`src/rtl/uart_cmd_engine.sv`:
```
// Byte-oriented command engine behind a UART: register writes/reads,
// one-shot strobes, and an ACK/NAK/data response queue toward the transmitter.
module uart_cmd_engine #(
  parameter int NUM_REGS       = 8,
  parameter int REG_BYTES      = 2,
  parameter int NUM_STROBES    = 8,
  parameter int TIMEOUT_CYCLES = 50000
) (
  input  logic                            clk,
  input  logic                            rst,
  input  logic [7:0]                      rx_data_i,
  input  logic                            rx_valid_i,
  output logic [7:0]                      tx_data_o,
  output logic                            tx_valid_o,
  input  logic                            tx_ready_i,
  output logic [NUM_REGS*REG_BYTES*8-1:0] regs_o,
  output logic [NUM_STROBES-1:0]          strobe_o,
  output logic                            busy_o,
  output logic                            drop_o
);

  localparam int RW = REG_BYTES * 8;
  localparam int TW = $clog2(TIMEOUT_CYCLES + 1);

  typedef enum logic [2:0] {
    IDLE,
    ADDR,
    DATA,
    MASK,
    RESP
  } state_t;

  state_t state, state_n;

  logic                   is_rd;
  logic [7:0]             addr;
  logic [1:0]             bcnt;
  logic [RW-1:0]          wbuf;
  logic [RW-1:0]          qbuf;
  logic [2:0]             qlen;
  logic [TW-1:0]          tcnt;
  logic [NUM_REGS*RW-1:0] regs_q;

  logic          rx_ok, addr_ok, in_frame, tmo, xfer, last;
  logic [RW-1:0] new_word, rd_val, q_val;
  logic [2:0]    q_cnt;
  logic          q_load, we, stb;

  function automatic logic [RW-1:0] code(input logic [7:0] c);
    code = '0;
    code[RW-1 -: 8] = c;
  endfunction

  assign rx_ok    = {1'b0, rx_data_i} < 9'(NUM_REGS);
  assign addr_ok  = {1'b0, addr} < 9'(NUM_REGS);
  assign in_frame = (state == ADDR) || (state == DATA) || (state == MASK);
  assign tmo      = in_frame && !rx_valid_i && (tcnt == TW'(TIMEOUT_CYCLES));
  assign xfer     = (state == RESP) && tx_ready_i;
  assign last     = bcnt == 2'(REG_BYTES - 1);
  assign new_word = RW'({wbuf, rx_data_i});

  always_comb begin
    rd_val = '0;
    for (int k = 0; k < NUM_REGS; k++)
      if (rx_data_i == 8'(k)) rd_val = regs_q[k*RW +: RW];
  end

  always_ff @(posedge clk) begin
    if (rst) state <= IDLE;
    else     state <= state_n;
  end

  always_comb begin
    state_n = state;
    q_load  = 1'b0;
    q_val   = '0;
    q_cnt   = 3'd1;
    we      = 1'b0;
    stb     = 1'b0;
    if (tmo) begin
      state_n = RESP;
      q_load  = 1'b1;
      q_val   = code(8'h15);
    end else begin
      unique case (state)
        IDLE: if (rx_valid_i) begin
          unique case (rx_data_i)
            8'h77, 8'h72: state_n = ADDR;
            8'h73:        state_n = MASK;
            default: begin
              state_n = RESP;
              q_load  = 1'b1;
              q_val   = code(8'h15);
            end
          endcase
        end
        ADDR: if (rx_valid_i) begin
          if (is_rd) begin
            state_n = RESP;
            q_load  = 1'b1;
            if (rx_ok) begin
              q_val = rd_val;
              q_cnt = 3'(REG_BYTES);
            end else begin
              q_val = code(8'h15);
            end
          end else begin
            state_n = DATA;
          end
        end
        DATA: if (rx_valid_i && last) begin
          state_n = RESP;
          q_load  = 1'b1;
          we      = addr_ok;
          q_val   = addr_ok ? code(8'h06) : code(8'h15);
        end
        MASK: if (rx_valid_i) begin
          state_n = RESP;
          q_load  = 1'b1;
          stb     = 1'b1;
          q_val   = code(8'h06);
        end
        RESP: if (xfer && qlen == 3'd1) state_n = IDLE;
        default: state_n = IDLE;
      endcase
    end
  end

  always_ff @(posedge clk) begin
    if (rst) begin
      is_rd    <= 1'b0;
      addr     <= '0;
      bcnt     <= '0;
      wbuf     <= '0;
      qbuf     <= '0;
      qlen     <= '0;
      tcnt     <= '0;
      regs_q   <= '0;
      strobe_o <= '0;
      drop_o   <= 1'b0;
    end else begin
      tcnt     <= (rx_valid_i || !in_frame) ? '0 : tcnt + TW'(1);
      drop_o   <= rx_valid_i && (state == RESP);
      strobe_o <= stb ? rx_data_i[NUM_STROBES-1:0] : '0;
      if (state == IDLE && rx_valid_i) is_rd <= (rx_data_i == 8'h72);
      if (state == ADDR && rx_valid_i) begin
        addr <= rx_data_i;
        bcnt <= '0;
      end
      if (state == DATA && rx_valid_i) begin
        wbuf <= new_word;
        bcnt <= bcnt + 2'(1);
      end
      if (we)
        for (int k = 0; k < NUM_REGS; k++)
          if (addr == 8'(k)) regs_q[k*RW +: RW] <= new_word;
      // Queue is a left-shifting buffer; the top byte is always the one on offer
      if (q_load) begin
        qbuf <= q_val;
        qlen <= q_cnt;
      end else if (xfer) begin
        qbuf <= RW'({qbuf, 8'h00});
        qlen <= qlen - 3'd1;
      end
    end
  end

  assign regs_o     = regs_q;
  assign tx_valid_o = (state == RESP);
  assign tx_data_o  = tx_valid_o ? qbuf[RW-1 -: 8] : 8'h00;
  assign busy_o     = (state != IDLE);

endmodule

```
`config.mk`:
```
export PLATFORM = sky130hd
export DESIGN_NAME = uart_cmd_engine
export DESIGN_NICKNAME = d
export VERILOG_FILES = /design/src/rtl/uart_cmd_engine.sv
export SDC_FILE = /design/constraint.sdc
export NUM_CORES = 1
export LEC_CHECK = 0
export ABC_AREA = 0
export CORE_UTILIZATION = 30
export CTS_BUF_LIST = sky130_fd_sc_hd__clkbuf_8 sky130_fd_sc_hd__clkbuf_16
export DETAILED_ROUTE_END_ITERATION = 12
export RECOVER_POWER = 50
export SETUP_SLACK_MARGIN = 0.05
export SLEW_MARGIN = 20
export SYNTH_ARGS = -nofsm -noshare
export SYNTH_HDL_FRONTEND = slang
export SYNTH_SLANG_ARGS = --single-unit
export TNS_END_PERCENT = 20
```
`constraint.sdc`:
```
create_clock -name clk -period 2.2 [get_ports clk]
set_clock_uncertainty 0.05 [all_clocks]
set_input_delay 0.22 -clock clk [delete_from_list [all_inputs] [get_ports clk]]
set_output_delay 0.22 -clock clk [all_outputs]
set_load 0.005 [all_outputs]
```
Word-level counts from Yosys, hierarchy flattened
Index checks and enable logic that the tools add are counted.
W data, S select, Z words.
{"block": "totals", "ff_bits": 194, "latchBits": 0, "ram_bits": 0, "rom_bits": 0, "in_bits": 12, "output_inout_bits": 147, "elab_cells": 146, "n_memories": 0}
{"block": "op_classes", "add_sub_neg": 3, "multipliers": 0, "div": 0, "n_lt_le_gt_ge": 2, "n_eq_ne": 34, "shift": 0, "mux": 52, "bitwise": 1, "n_reduce_logical": 35}
{"cell": "$mux W16", "n": 14}
{"cell": "$eq A8 B3 Y1 const B", "n": 8}
{"cell": "$pmux W16 S4", "n": 1}
{"cell": "$mux W13", "n": 4}
{"cell": "$eq A8 B2 Y1 const B", "n": 4}
{"cell": "$mux W3", "n": 9}
{"cell": "$eq A8 B7 Y1 const B", "n": 3}
{"cell": "$add A16 B1 Y16 const B", "n": 1}
{"cell": "$eq A16 B16 Y1 const B", "n": 1}
{"cell": "$eq A8 B1 Y1 const B", "n": 2}
{"cell": "$logic_not A8 Y1", "n": 2}
{"cell": "$lt A8 B4 Y1 const B", "n": 2}
{"cell": "$reduce_and A2 Y1", "n": 8}
{"cell": "$pmux W3 S5", "n": 1}
{"cell": "$mux W2", "n": 7}
{"cell": "$mux W1", "n": 12}
{"cell": "$mux W11", "n": 1}
{"cell": "$reduce_and A5 Y1", "n": 2}
{"cell": "$logic_and A1 B1 Y1", "n": 9}
{"cell": "$ne A3 B3 Y1 const B", "n": 3}
{"cell": "$mux W8", "n": 1}
{"cell": "$reduce_or A2 Y1", "n": 4}
{"cell": "$eq A3 B1 Y1 const B", "n": 2}
{"cell": "$eq A3 B2 Y1 const B", "n": 2}
{"cell": "other kinds (17)", "n": 24}

Logic depth before layout (Yosys ltp)
Gate-level depths: netlist (run 1).
{"block": "logic_depth", "depth_word": 15, "mapped_depth": 9, "depth_no_buf": 7}

Worst setup path after synthesis (run 1)
OpenSTA, ideal clock, no wires.
{"block": "synth_path", "path_type": "flip-flop to flip-flop", "from": "reg state[2]", "to": "reg qbuf[8]", "setup_time_ps": 129, "t_arrival_ps": 1743, "required_time_ps": 2021, "slack_ps": 278, "stages_incl_launch_ff": 7, "path_buffers": 1, "period_less_slack_ps": 1922, "path_cell_list": "dfxtp_1 -> clkbuf_2 -> or4b_1 -> a31o_2 -> nor2b_2 -> nor4_1 -> o32ai_1"}
{"block": "synth_between", "elab_chain_cells": 7, "word_cells_on_any_way": 16, "cone_classes": "eq/ne: 4; mux: 5; reduce/logical: 7"}
{"item": "start: declaration", "line": "33", "source": "state_t state, state_n;"}
{"item": "start signal: assignment", "line": "70", "source": "else state <= state_n;"}
{"item": "$eq A3 B1 Y1 or $eq A3 B2 Y1 (tied branches)", "line": "56, 85"}
{"item": "$logic_or A1 B1 Y1 (2 in series)", "line": "56", "source": "assign in_frame = (state == ADDR) || (state == DATA) || (state == MASK);"}
{"item": "$logic_and A1 B1 Y1 (2 in series)", "line": "57", "source": "assign tmo = in_frame && !rx_valid_i && (tcnt == TW'(TIMEOUT_CYCLES));"}
{"item": "$mux W16 or $mux W1 (tied branches)", "line": "80", "source": "if (tmo) begin"}
{"item": "$mux W16 or $reduce_bool A2 Y1 (tied branches)"}
{"item": "end signal: assignment", "line": "159", "source": "qbuf <= q_val;"}
{"item": "end signal: assignment", "line": "162", "source": "qbuf <= RW'({qbuf, 8'h00});"}
{"item": "end: declaration", "line": "39", "source": "logic [RW-1:0] qbuf;"}
Parallel ways exist; a longest one is shown, timed or not.
A chain may end at the register's enable or synchronous reset.

Final worst setup path (run 1)
{"block": "layout_path", "from": "reg state[1]", "to": "out tx_data_o[6]"}
{"block": "layout_between", "elab_chain_cells": 2}
{"item": "$eq A3 B3 Y1", "line": "169", "source": "assign tx_valid_o = (state == RESP);"}
{"item": "$mux W8", "line": "170", "source": "assign tx_data_o = tx_valid_o ? qbuf[RW-1 -: 8] : 8'h00;"}
{"item": "end: declaration", "line": "13", "source": "output logic [7:0] tx_data_o,"}
No other way between the ends.

==> results of run 1 <==
==> logic make-up (layout without fill, tap and decap cells) <==
kind of cell	count (synthesis)	count (layout)	synth area share (%)
AND/OR/NAND/NOR	328	328	18.20
flip-flops	194	194	45.16
multiplexers	165	165	21.69
buffers and inverters	97	274	5.383
AO/OA/AOI/OAI	94	94	7.304
XOR/XNOR	15	15	1.528
adder cells (fa/ha/maj)	5	5	0.7275
==> through the flow <==
stage                     total power, uW  hold slack [ns]  setup WS (ns)  util [%]  cells
final                                7001           0.2408       -0.06619     40.90   1453
after detailed placement             4006           0.4009        -0.2515     38.61   1418
after floorplan                      3847           0.3172         0.2776         -    898
after global placement               4006           0.3914        -0.2241     38.61   1418
after CTS                            7074           0.2257       -0.09268     40.82   1453
after global routing                 7248           0.2485        -0.1214     40.90   1453
==> layout by cell type (no fill, tap or decap), types with 7 or more instances in the layout <==
cell type | netlist | final
sky130_fd_sc_hd__dfxtp_1 | 194 | 191
sky130_fd_sc_hd__nor2_1 | 169 | 169
sky130_fd_sc_hd__mux2i_1 | 147 | 147
sky130_fd_sc_hd__clkdlybuf4s50_1 | 0 | 146
sky130_fd_sc_hd__nand2_1 | 66 | 66
sky130_fd_sc_hd__buf_4 | 10 | 58
sky130_fd_sc_hd__o21ai_0 | 24 | 24
sky130_fd_sc_hd__a21oi_1 | 24 | 24
sky130_fd_sc_hd__and2_1 | 19 | 19
sky130_fd_sc_hd__mux4_2 | 17 | 17
sky130_fd_sc_hd__inv_1 | 17 | 17
sky130_fd_sc_hd__clkbuf_16 | 0 | 17
sky130_fd_sc_hd__nand3_1 | 11 | 11
sky130_fd_sc_hd__o211ai_1 | 11 | 11
sky130_fd_sc_hd__o221ai_1 | 9 | 9
sky130_fd_sc_hd__xnor2_1 | 9 | 9
sky130_fd_sc_hd__nor3_1 | 7 | 7
sky130_fd_sc_hd__buf_12 | 0 | 7
==> routing by layer <==
layer | track usage [%] | wire (um) | vias up
li1 | - | - | 3437
met1 | 25.27 | 12440 | 3470
met2 | 28.10 | 11950 | 194
met3 | 3.843 | 1414 | 11
met4 | 3.960 | 213 | 0
met5 | 0 | 0 | -
==> critical path: stages (launching register included) <==
cell and delay (ns):
sky130_fd_sc_hd__dfxtp_2 0.35, sky130_fd_sc_hd__buf_4 0.17, sky130_fd_sc_hd__nor3b_4 0.26, sky130_fd_sc_hd__buf_6 0.15, sky130_fd_sc_hd__and2_1 0.13, sky130_fd_sc_hd__clkdlybuf4s50_1 0.50
==> state kept, by name, summed over array words and instances, names as in the netlist <==
signal,count
qbuf,16
bcnt,2
tcnt,16
is_rd,1
strobe_o,8
regs_o,128
drop_o,1
addr,8
state,3
qlen,3
wbuf,8
==> worst min-delay path by stage <==
stage	from	to	slack [ns]	cells past startpoint
after CTS	rx_data_i[1]	wbuf[1]	0.23	4
final	rx_data_i[1]	wbuf[1]	0.24	4
after global placement	addr[3]	addr[3]	0.39	2
after floorplan	rx_data_i[6]	regs_o[54]	0.32	2
after detailed placement	addr[6]	addr[6]	0.40	2
after global routing	rx_data_i[1]	wbuf[1]	0.25	4
==> cell type report <==
| type | instances | area, um^2 | share of cell area, % |
|---|---|---|---|
| clock buffers | 19 | 452.9 | 3.953 |
| multi-input cells | 607 | 4297 | 37.50 |
| clock inverters | 12 | 113.9 | 0.9938 |
| well taps | 378 | 473.0 | 4.128 |
| repair buffers | 225 | 2166 | 18.90 |
| inverters | 18 | 67.56 | 0.5897 |
| flip-flops and latches | 194 | 3887 | 33.93 |
==> what timing repair did <==
action                                  CTS  global route
pin swaps                                 1             1
buffers inserted                          2             0
hold buffers                              1             0
gates resized for setup                  15             5
endpoints found under the setup margin   10            14
cloned                                    1             0
hold endpoints to repair                  1             0
==> power groups by stage <==
stage / clock [uW] / combinational [uW] / sequential [uW]
floorplan: 0 / 230 / 3620
global placement: 0 / 379 / 3630
detailed placement: 0 / 380 / 3630
CTS: 3140 / 395 / 3540
global route: 3270 / 427 / 3550
finish: 3060 / 398 / 3540
==> impl_summary.log, run 1 <==
[metrics] part of the power in registers: 50.6%
[metrics] leading cell type by number of instances after synthesis: sky130_fd_sc_hd__dfxtp_1
[metrics] maximum net fanout on the critical path: 7
[metrics] instance area at placement: 0.01081 mm^2
[metrics] number of cells on the worst reg-to-reg path: 6
[metrics] mean routed wirelength per cell: 17.91 um
[metrics] standby leakage power: 0.004448 uW
[metrics] synth top area cells: sky130_fd_sc_hd__dfxtp_1 45%, sky130_fd_sc_hd__mux2i_1 17%, sky130_fd_sc_hd__nor2_1 7.4%
[metrics] terminus of the critical flop-to-flop path: regs_o[87]
[metrics] timing startpoint of the critical path: state[1]
[metrics] share of synthesized registers carrying an async set or reset: 0%
[metrics] Setup crit start kind: flip-flop
[metrics] Synth Net Count: 915
[metrics] CTS root buffer: sky130_fd_sc_hd__clkbuf_16
[metrics] number of enable flip-flop cells after synthesis: 0
[metrics] initial antenna violation count: 1
[metrics] I/O pins: 159
[metrics] Mapped Area: 0.008599 mm^2
[metrics] FILL cells: 2779
[metrics] total routed wirelength: 26020 um
[metrics] switching power share of the total: 25.14%
[metrics] clk sinks: 194
[metrics] pin count of the biggest net entering global routing: 88
[metrics] core region area: 0.02801 mm^2
[metrics] HPWL after detailed placement: 18700 um
[metrics] CTS tree: done
[metrics] Min-Delay Path Class: in -> reg
[metrics] IO buf count: 158
[metrics] kind of end point of the critical path: output pin
[metrics] mean post-synth cell area: 9.576 um^2
[metrics] Routed Antenna Nets: 0
[metrics] f_max: 441.3 MHz
[metrics] Crit Path Class: reg -> out
[metrics] final standard cell area without fillers: 0.01146 mm^2
[metrics] count of distinct cell types in the synthesized netlist: 61
[metrics] Total GRT Usage: 18.00%
[metrics] final layout net count: 1080
[metrics] result of the run: complete, but fails checks
[metrics] Main synth FF type: sky130_fd_sc_hd__dfxtp_1
[metrics] count of vias placed by the detailed router: 7112
[metrics] die extent in x: 171.3 um
[metrics] reported max-cap violation count: 0
[metrics] portion of synthesized cell area occupied by the leading cell type: 45.16%
[metrics] largest buffer count on any clock path: 2
[metrics] CTS buffer count: 17
[metrics] die area: 0.02935 mm^2
[metrics] slew at the pin with the worst max-slew slack: 0.9465 ns
[metrics] total inserted antenna cells: 0
[metrics] clock input transition at the sequential cells of the worst setup and hold paths: 0.07 ns
[metrics] global-route wire length before repair: 39900 um
[metrics] number of detailed-routing iterations run before antenna repair: 5
[metrics] violated checks: negative setup slack
[metrics] Pint: 5241 uW
[metrics] arrival time worst endpoint: 2.00 ns
[metrics] post-layout minimum cycle time: 2.266 ns
[metrics] fraction of power consumed by combinational cells: 5.7%
[metrics] most frequent cells after synthesis: 194 x sky130_fd_sc_hd__dfxtp_1, 169 x sky130_fd_sc_hd__nor2_1, 147 x sky130_fd_sc_hd__mux2i_1, 66 x sky130_fd_sc_hd__nand2_1, 34 x sky130_fd_sc_hd__clkbuf_1
[metrics] Post-Syn Instances: 898
[metrics] share of the cycle needed by the critical path after routing: 103.0%
[metrics] starting density of the core: 30.70%
[metrics] unrepaired setup endpoints after global routing: yes
[metrics] count of pins over their slew limit: 0
[metrics] maximum ir drop on the vdd rail: 0.4806 mV
[metrics] Site Rows: 61
[metrics] 1st-iter DRT viols: 435
[metrics] via-per-instance ratio: 4.895
[metrics] Clk network pwr share: 43.7%
[metrics] final hold viol count: 0
[metrics] number of global-route vias before repair: 6757
[metrics] Placer Congestion: 0.8288
[metrics] remaining global-route overflow: 0
[metrics] signed area change from the synthesized netlist to the final layout: 33.23%
[metrics] Slew Limit Headroom: 36.90%
[metrics] fraction of final layout cells with drive strength greater than 1: 13.30%
[metrics] sequential element share of the synthesized area: 45.16%
[metrics] number of design rule violations left after detail routing: 0
[metrics] final-layout setup total negative slack: -0.1102 ns
[metrics] Skew-Pair Late Insertion Delay: 0.44 ns
[metrics] Reg-to-Reg Start: addr[7]
[metrics] Synth Register Bits: 194
[metrics] destination of the critical timing path: tx_data_o[6]
[metrics] number of failing setup endpoints in the final timing report: 2
[metrics] cell taking the most area after synthesis: sky130_fd_sc_hd__dfxtp_1
[metrics] CTS H-Tree Depth: 4
[metrics] Crit path required time: 1.93 ns
[metrics] number of warnings reported in the yosys synthesis log: 0
[metrics] final worst-path setup slack: -0.06619 ns
[metrics] Die Y: 171.3 um
[metrics] total power divided by cell area: 611.1 mW/mm^2
[metrics] flop2flop setup slack: 0.15 ns
[metrics] switching power total: 1760 uW
No activity file was read; power rests on OpenSTA's default activity.
==> run 2, diff against run 1 <==
==> constraint.sdc (replaced) <==
create_clock -name clk -period 1.9 [get_ports clk]
set_clock_uncertainty 0.05 [all_clocks]
set_input_delay 0.19 -clock clk [delete_from_list [all_inputs] [get_ports clk]]
set_output_delay 0.19 -clock clk [all_outputs]
set_load 0.005 [all_outputs]
==> impl_summary.log, run 2 (synthesis gave the netlist of run 1 again) <==
[metrics] Die Y: 171.3 um (unchanged)
[metrics] core region area: 0.02801 mm^2 (unchanged)
[metrics] final layout net count: 1119 (+3.6%)
[metrics] global-route wire length before repair: 40700 um (+2.0%)
[metrics] CTS buffer count: 17 (unchanged)
[metrics] pin count of the biggest net entering global routing: 106 (+20%)
[metrics] 1st-iter DRT viols: 480 (+10%)
[metrics] timing startpoint of the critical path: state[0]
[metrics] Crit path required time: 2.16 ns (+0.23 ns)
[metrics] most common cell after layout, fill and taps aside: sky130_fd_sc_hd__dfxtp_1
[metrics] Site Rows: 61 (unchanged)
[metrics] CTS root buffer: sky130_fd_sc_hd__clkbuf_16
[metrics] maximum net fanout on the critical path: 8 (+1)
[metrics] fraction of final layout cells with drive strength greater than 1: 20.11% (+6.8 points)
[metrics] total power divided by cell area: 686.3 mW/mm^2 (+12%)
[metrics] Crit Path Class: reg -> reg
[metrics] HPWL after detailed placement: 19210 um (+2.7%)
[metrics] Slew Limit Headroom: 59.47% (+23 points)
[metrics] kind of cell adding the most delay to the critical path: simple AND/OR/NAND/NOR gates
[metrics] flop2flop setup slack: -0.07 ns (-0.22 ns)
[metrics] standby leakage power: 0.004984 uW (+12%)
[metrics] max reg flops: 128 (unchanged)
[metrics] number of design rule violations left after detail routing: 0 (unchanged)
[metrics] WP buf/inv: 2 (-1)
[metrics] reported max-cap violation count: 0 (unchanged)
[metrics] hold_sp: rst
[metrics] arrival time worst endpoint: 2.23 ns (+0.23 ns)
[metrics] remaining global-route overflow: 0 (unchanged)
[metrics] mean routed wirelength per cell: 18.20 um (+1.6%)
[metrics] clk sinks: 194 (unchanged)
[metrics] I/O pins: 159 (unchanged)
[metrics] CTS H-Tree Depth: 4 (unchanged)
[metrics] total routed wirelength: 27160 um (+4.4%)
[metrics] unrepaired setup endpoints after global routing: yes
[metrics] signed area change from the synthesized netlist to the final layout: 40.48%
[metrics] Reg-to-Reg Start: state[0]
[metrics] Routed Antenna Nets: 0 (unchanged)
[metrics] die area: 0.02935 mm^2 (unchanged)
[metrics] violated checks: negative setup slack
[metrics] number of failing setup endpoints in the final timing report: 45 (+43)
[metrics] count of pins over their slew limit: 0 (unchanged)
[metrics] result of the run: complete, but fails checks
[metrics] maximum ir drop on the vdd rail: 0.5836 mV (+21%)
[metrics] starting density of the core: 30.70% (unchanged)
[metrics] total inserted antenna cells: 0 (unchanged)
[metrics] count of vias placed by the detailed router: 7305 (+2.7%)
[metrics] IO buf count: 158 (unchanged)
[metrics] fin cells: 1492 (+2.7%)
[metrics] number of detailed-routing iterations run before antenna repair: 4 (-1)
[metrics] WHS: 0.04853 ns (-0.1922 ns)
[metrics] kind of end point of the critical path: flip-flop
[metrics] final hold viol count: 0 (unchanged)
[metrics] clock input transition at the sequential cells of the worst setup and hold paths: 0.08 ns (about the same)
[metrics] max incr delay on CP: 0.39 ns (-0.11 ns)
[metrics] die extent in x: 171.3 um (unchanged)
[metrics] CTS tree: done
[metrics] Placer Congestion: 0.8790 (+6.1%)
[metrics] Max stage delay cell, worst path: sky130_fd_sc_hd__nor4b_4
[metrics] Min-Delay Path Class: in -> reg
[metrics] Total GRT Usage: 18.28% (+0.28 points)
[metrics] final worst-path setup slack: -0.06887 ns (-0.002679 ns)
[metrics] Skew-Pair Late Insertion Delay: 0.44 ns (about the same)
[metrics] via-per-instance ratio: 4.896 (about the same)
[metrics] f_max: 507.9 MHz
[metrics] largest buffer count on any clock path: 2 (unchanged)
[metrics] critical path cell sequence: buf_6 -> and4bb_4 -> nand4_4 -> nor4b_4 -> clkbuf_16 -> mux2i_1 -> nor2_1
[metrics] initial antenna violation count: 0 (-1)
[metrics] share of the cycle needed by the critical path after routing: 103.6%
[metrics] slew at the pin with the worst max-slew slack: 0.6079 ns (-0.3386 ns)
[metrics] Setup crit start kind: flip-flop
[metrics] cts-stage hold buffer count: 0 (-1)
[metrics] number of placed instances with taps included: 1443 (+1.8%)
[metrics] post-layout minimum cycle time: 1.969 ns
[metrics] highest-count cells in the layout ignoring fill and taps: 189 x sky130_fd_sc_hd__dfxtp_1, 169 x sky130_fd_sc_hd__nor2_1, 146 x sky130_fd_sc_hd__mux2i_1
[metrics] number of global-route vias before repair: 6819 (+0.92%)
[run 2: cell count changes in the layout (fill, tap and decap cells not counted), moves of 7 or more]
cell	change
sky130_fd_sc_hd__and2_1	-7
sky130_fd_sc_hd__and2_4	+7
sky130_fd_sc_hd__buf_4	+20
sky130_fd_sc_hd__buf_6	+14
sky130_fd_sc_hd__clkdlybuf4s50_1	-88
sky130_fd_sc_hd__dlygate4sd3_1	+85
sky130_fd_sc_hd__o221ai_1	-8
sky130_fd_sc_hd__o221ai_2	+8
[run 2: layout make-up]
| cell class | instances | area, um^2 |
|---|---|---|
| fill | 2702 | 15930 |
| multi-input combinational | 608 | 4517 |
| sequential | 194 | 3892 |
| timing repair buffer | 263 | 2541 |
| tap | 378 | 473.0 |
| clock buffer | 19 | 452.9 |
| clock inverter | 12 | 136.4 |
| inverter | 18 | 67.56 |
[run 2: final timing paths]
path,end,depth (start not counted)
hold / removal,regs_o[119],2
setup / recovery,regs_o[42],7
setup reg to reg,regs_o[42],7
hold reg to reg,addr[6],2
[run 2: metrics by stage]
stage,cell area (um^2),TNS (ns),power [uW],worst slack (ns),utilization [%]
6_report,12080,-1.276,8291,-0.06887,43.13
2_1_floorplan,8631,0,4463,0.04408,-
3_5_place_dp,11070,-61.14,4669,-0.5259,39.52
5_1_grt,12080,-7.736,8584,-0.1733,43.13
3_3_place_gp,11070,-59.69,4663,-0.4988,39.52
4_1_cts,11890,-2.245,8339,-0.08957,42.44
[run 2: layer usage]
metal	GRT usage, %	wire length (um)
met2	29.23	12830
met3	4.004	1421
met1	25.18	12670
met5	0	0
met4	3.649	227
[run 2: power by group]
part / switching, uW / internal, uW
clock: 1720 / 1930
sequential: 16.2 / 4080
combinational: 307 / 234
[run 2: timing repair]
item                       4_1_cts  5_1_grt
gates cloned                     2        2
gates resized for setup         72       32
setup buffers                   11        3
setup endpoints to repair       92      161
pin swaps                       16       18
[run 2: worst reg2reg max path, cell delays in order (launching register included)]
cell and delay (ns):
sky130_fd_sc_hd__dfxtp_2 0.33, sky130_fd_sc_hd__buf_6 0.12, sky130_fd_sc_hd__and4bb_4 0.33, sky130_fd_sc_hd__nand4_4 0.15, sky130_fd_sc_hd__nor4b_4 0.39, sky130_fd_sc_hd__clkbuf_16 0.25, sky130_fd_sc_hd__mux2i_1 0.19, sky130_fd_sc_hd__nor2_1 0.06
==> run 3, diff against run 2 <==
--- a/config.mk
+++ b/config.mk
@@ -6,9 +6,10 @@
 export NUM_CORES = 1
 export LEC_CHECK = 0
 export ABC_AREA = 0
-export CORE_UTILIZATION = 30
+export CORE_UTILIZATION = 45
 export CTS_BUF_LIST = sky130_fd_sc_hd__clkbuf_8 sky130_fd_sc_hd__clkbuf_16
 export DETAILED_ROUTE_END_ITERATION = 12
+export PLACE_DENSITY = 0.73
 export RECOVER_POWER = 50
 export SETUP_SLACK_MARGIN = 0.05
 export SLEW_MARGIN = 20
==> impl_summary.log, run 3 (synthesis gave the netlist of run 1 again) <==
[metrics] result of the run: complete, but fails checks
[metrics] violated checks: negative setup slack
[metrics] core region area: 0.01871 mm^2 (-33%)
[metrics] post-layout minimum cycle time: 2.045 ns (+0.07571 ns)
[metrics] utilization of the core after routing: 63.53% (+20 points)
[metrics] Site Rows: 50 (-18%)
[metrics] Min-Delay Path Class: in -> reg
[metrics] number of stages on the worst hold path: 2 (unchanged)
[metrics] destination of the critical timing path: regs_o[2]
[metrics] f_max: 489.1 MHz (-3.7%)
[metrics] maximum ir drop on the vdd rail: 0.6313 mV (+8.2%)
[metrics] remaining global-route overflow: 0 (unchanged)
[metrics] Die Y: 140.2 um (-18%)
[metrics] worst setup timing slack at the placement stage: -0.5894 ns (-0.06347 ns)
[metrics] max reg flops: 128 (unchanged)
[metrics] Pint: 6489 uW (+3.8%)
[metrics] largest buffer count on any clock path: 2 (unchanged)
[metrics] via-per-instance ratio: 5.495 (+12%)
[metrics] number of design rule violations left after detail routing: 0 (unchanged)
[metrics] fraction of final layout cells with drive strength greater than 1: 19.46% (-0.65 points)
[metrics] part of the power in registers: 48.9% (-0.6 points)
[metrics] Skew-Pair Late Insertion Delay: 0.44 ns (about the same)
[metrics] instance area at placement: 0.01086 mm^2 (-1.9%)
[metrics] I/O pins: 159 (unchanged)
[metrics] FILL cells: 1521 (-44%)
[metrics] kind of end point of the critical path: flip-flop
[metrics] Slew Limit Headroom: 47.12% (-12 points)
[metrics] count of pins over their slew limit: 0 (unchanged)
[metrics] highest-count cells in the layout ignoring fill and taps: 190 x sky130_fd_sc_hd__dfxtp_1, 168 x sky130_fd_sc_hd__nor2_1, 143 x sky130_fd_sc_hd__mux2i_1
[metrics] flop2flop setup slack: -0.14 ns (-0.08 ns)
[metrics] standby leakage power: 0.004877 uW (-2.1%)
[metrics] Reg-to-Reg Start: state[0]
[metrics] HPWL after detailed placement: 17190 um (-11%)
[metrics] number of detailed-routing iterations run before antenna repair: 5 (+1)
[metrics] number of global-route vias before repair: 7047 (+3.3%)
[metrics] clk sinks: 194 (unchanged)
[metrics] final worst-path setup slack: -0.1446 ns (-0.07571 ns)
[metrics] Setup crit start kind: flip-flop
[metrics] Crit path required time: 2.16 ns (about the same)
[metrics] CTS H-Tree Depth: 4 (unchanged)
[metrics] final hold viol count: 0 (unchanged)
[metrics] final standard cell area without fillers: 0.01188 mm^2 (-1.6%)
[metrics] initial antenna violation count: 2 (+2)
[metrics] share of the cycle needed by the critical path after routing: 107.6% (+4.0 points)
[metrics] CTS buffer count: 17 (unchanged)
[metrics] CTS root buffer: sky130_fd_sc_hd__clkbuf_16
[metrics] clock input transition at the sequential cells of the worst setup and hold paths: 0.07 ns (about the same)
[metrics] Crit Path Class: reg -> reg
[metrics] arrival time worst endpoint: 2.31 ns (+0.08 ns)
[metrics] unrepaired setup endpoints after global routing: yes
[metrics] Total GRT Usage: 25.44% (+7.2 points)
[metrics] terminus of the critical flop-to-flop path: regs_o[2]
[metrics] switching power share of the total: 22.68% (-1.9 points)
[metrics] number of failing setup endpoints in the final timing report: 134 (+200%)
[metrics] CTS tree: done
[metrics] number of cells on the worst reg-to-reg path: 8 (+1)
[metrics] Placer Congestion: 0.8696 (-1.1%)
[metrics] signed area change from the synthesized netlist to the final layout: 38.18%
[metrics] die area: 0.01967 mm^2 (-33%)
[metrics] Routed Antenna Nets: 0 (unchanged)
[metrics] timing startpoint of the critical path: state[0]
[metrics] switching power total: 1903 uW (-6.8%)
[metrics] slew at the pin with the worst max-slew slack: 0.7932 ns (+0.1853 ns)
[metrics] maximum net fanout on the critical path: 6 (-2)
[metrics] fraction of power consumed by combinational cells: 6.1% (-0.4 points)
[metrics] final layout net count: 1120 (+0.089%)
[metrics] total power divided by cell area: 706.2 mW/mm^2 (+2.9%)
[metrics] Clk network pwr share: 45.0% (+1.0 points)
[metrics] starting density of the core: 45.97% (+15 points)
[metrics] total routed wirelength: 24830 um (-8.6%)
[metrics] mean routed wirelength per cell: 18.39 um (+1.1%)
[metrics] die extent in x: 140.2 um (-18%)
[metrics] most common cell after layout, fill and taps aside: sky130_fd_sc_hd__dfxtp_1
[metrics] 1st-iter DRT viols: 527 (+9.8%)
[metrics] pin count of the biggest net entering global routing: 77 (-27%)
[metrics] IO buf count: 158 (unchanged)
[metrics] reported max-cap violation count: 0 (unchanged)
[metrics] count of vias placed by the detailed router: 7418 (+1.5%)
[metrics] global-route wire length before repair: 38810 um (-4.7%)
run 3: cell count changes in the layout (fill, tap and decap cells not counted), moves of 3 or more:
cell | previous run | this run
sky130_fd_sc_hd__o221ai_2 | 8 | 5
sky130_fd_sc_hd__inv_8 | 5 | 0
sky130_fd_sc_hd__dlygate4sd3_1 | 86 | 57
sky130_fd_sc_hd__mux2i_1 | 146 | 143
sky130_fd_sc_hd__and2_4 | 7 | 2
sky130_fd_sc_hd__buf_12 | 11 | 7
sky130_fd_sc_hd__and2_0 | 0 | 3
sky130_fd_sc_hd__clkdlybuf4s50_1 | 58 | 86
sky130_fd_sc_hd__o221ai_1 | 1 | 4
sky130_fd_sc_hd__clkdlybuf4s15_2 | 0 | 5
run 3: worst min path at each step:
stage	from	to	slack, ns
2_1_floorplan	rx_data_i[6]	regs_o[54]	0.29
3_3_place_gp	addr[6]	addr[6]	0.40
3_5_place_dp	addr[6]	addr[6]	0.40
4_1_cts	rst	regs_o[112]	0.03
5_1_grt	rst	regs_o[112]	0.04
6_report	rst	regs_o[112]	0.04
run 3: stage by stage:
stage          setup TNS (ns)  hold slack (ns)  total power, uW  std cells
2_1_floorplan               0           0.2872             4463        898
3_5_place_dp           -64.41           0.4010             4655       1301
4_1_cts                -2.452          0.02694             8407       1344
3_3_place_gp           -57.45           0.3959             4650       1301
6_report               -7.427          0.03961             8392       1350
5_1_grt                -17.61          0.04147             8635       1349
run 3: worst max-delay path: stages (launching register included):
cell and delay, ns:
sky130_fd_sc_hd__dfxtp_2 0.33, sky130_fd_sc_hd__buf_6 0.11, sky130_fd_sc_hd__and4bb_2 0.35, sky130_fd_sc_hd__nand4_4 0.18
sky130_fd_sc_hd__nor4_4 0.30, sky130_fd_sc_hd__buf_4 0.19, sky130_fd_sc_hd__buf_12 0.14, sky130_fd_sc_hd__mux2i_4 0.23
sky130_fd_sc_hd__nor2_2 0.04
run 3: timing repair:
item / in CTS / in global routing
hold buffers: 0 / 0
resized for setup: 70 / 27
cloned: 3 / 1
buffers inserted: 9 / 4
pin swaps: 18 / 12
endpoints found under the setup margin: 154 / 157
run 3: area by class of cell:
type | count | area, um^2 | area share, %
clock inverters | 11 | 151.4 | 1.274
flip-flops and latches | 194 | 3891 | 32.75
repair buffers | 264 | 2504 | 21.07
diodes | 1 | 2.502 | 0.02106
clock buffers | 20 | 466.7 | 3.928
well taps | 234 | 292.8 | 2.464
inverters | 18 | 67.56 | 0.5686
multi-input cells | 608 | 4507 | 37.93
run 3: power groups by stage:
stage	Sequential (uW)	Combinational, uW	Clock, uW
6_report	4100	515	3770
5_1_grt	4100	551	3980
3_5_place_dp	4200	459	0
3_3_place_gp	4200	454	0
4_1_cts	4100	497	3810
2_1_floorplan	4190	275	0
run 3: metal layers:
metal / part of all wire, % / global-route usage [%]
met5: 0 / 0
met4: 2.9 / 10.53
met3: 6.0 / 4.308
met2: 45 / 39.47
met1: 46 / 35.06
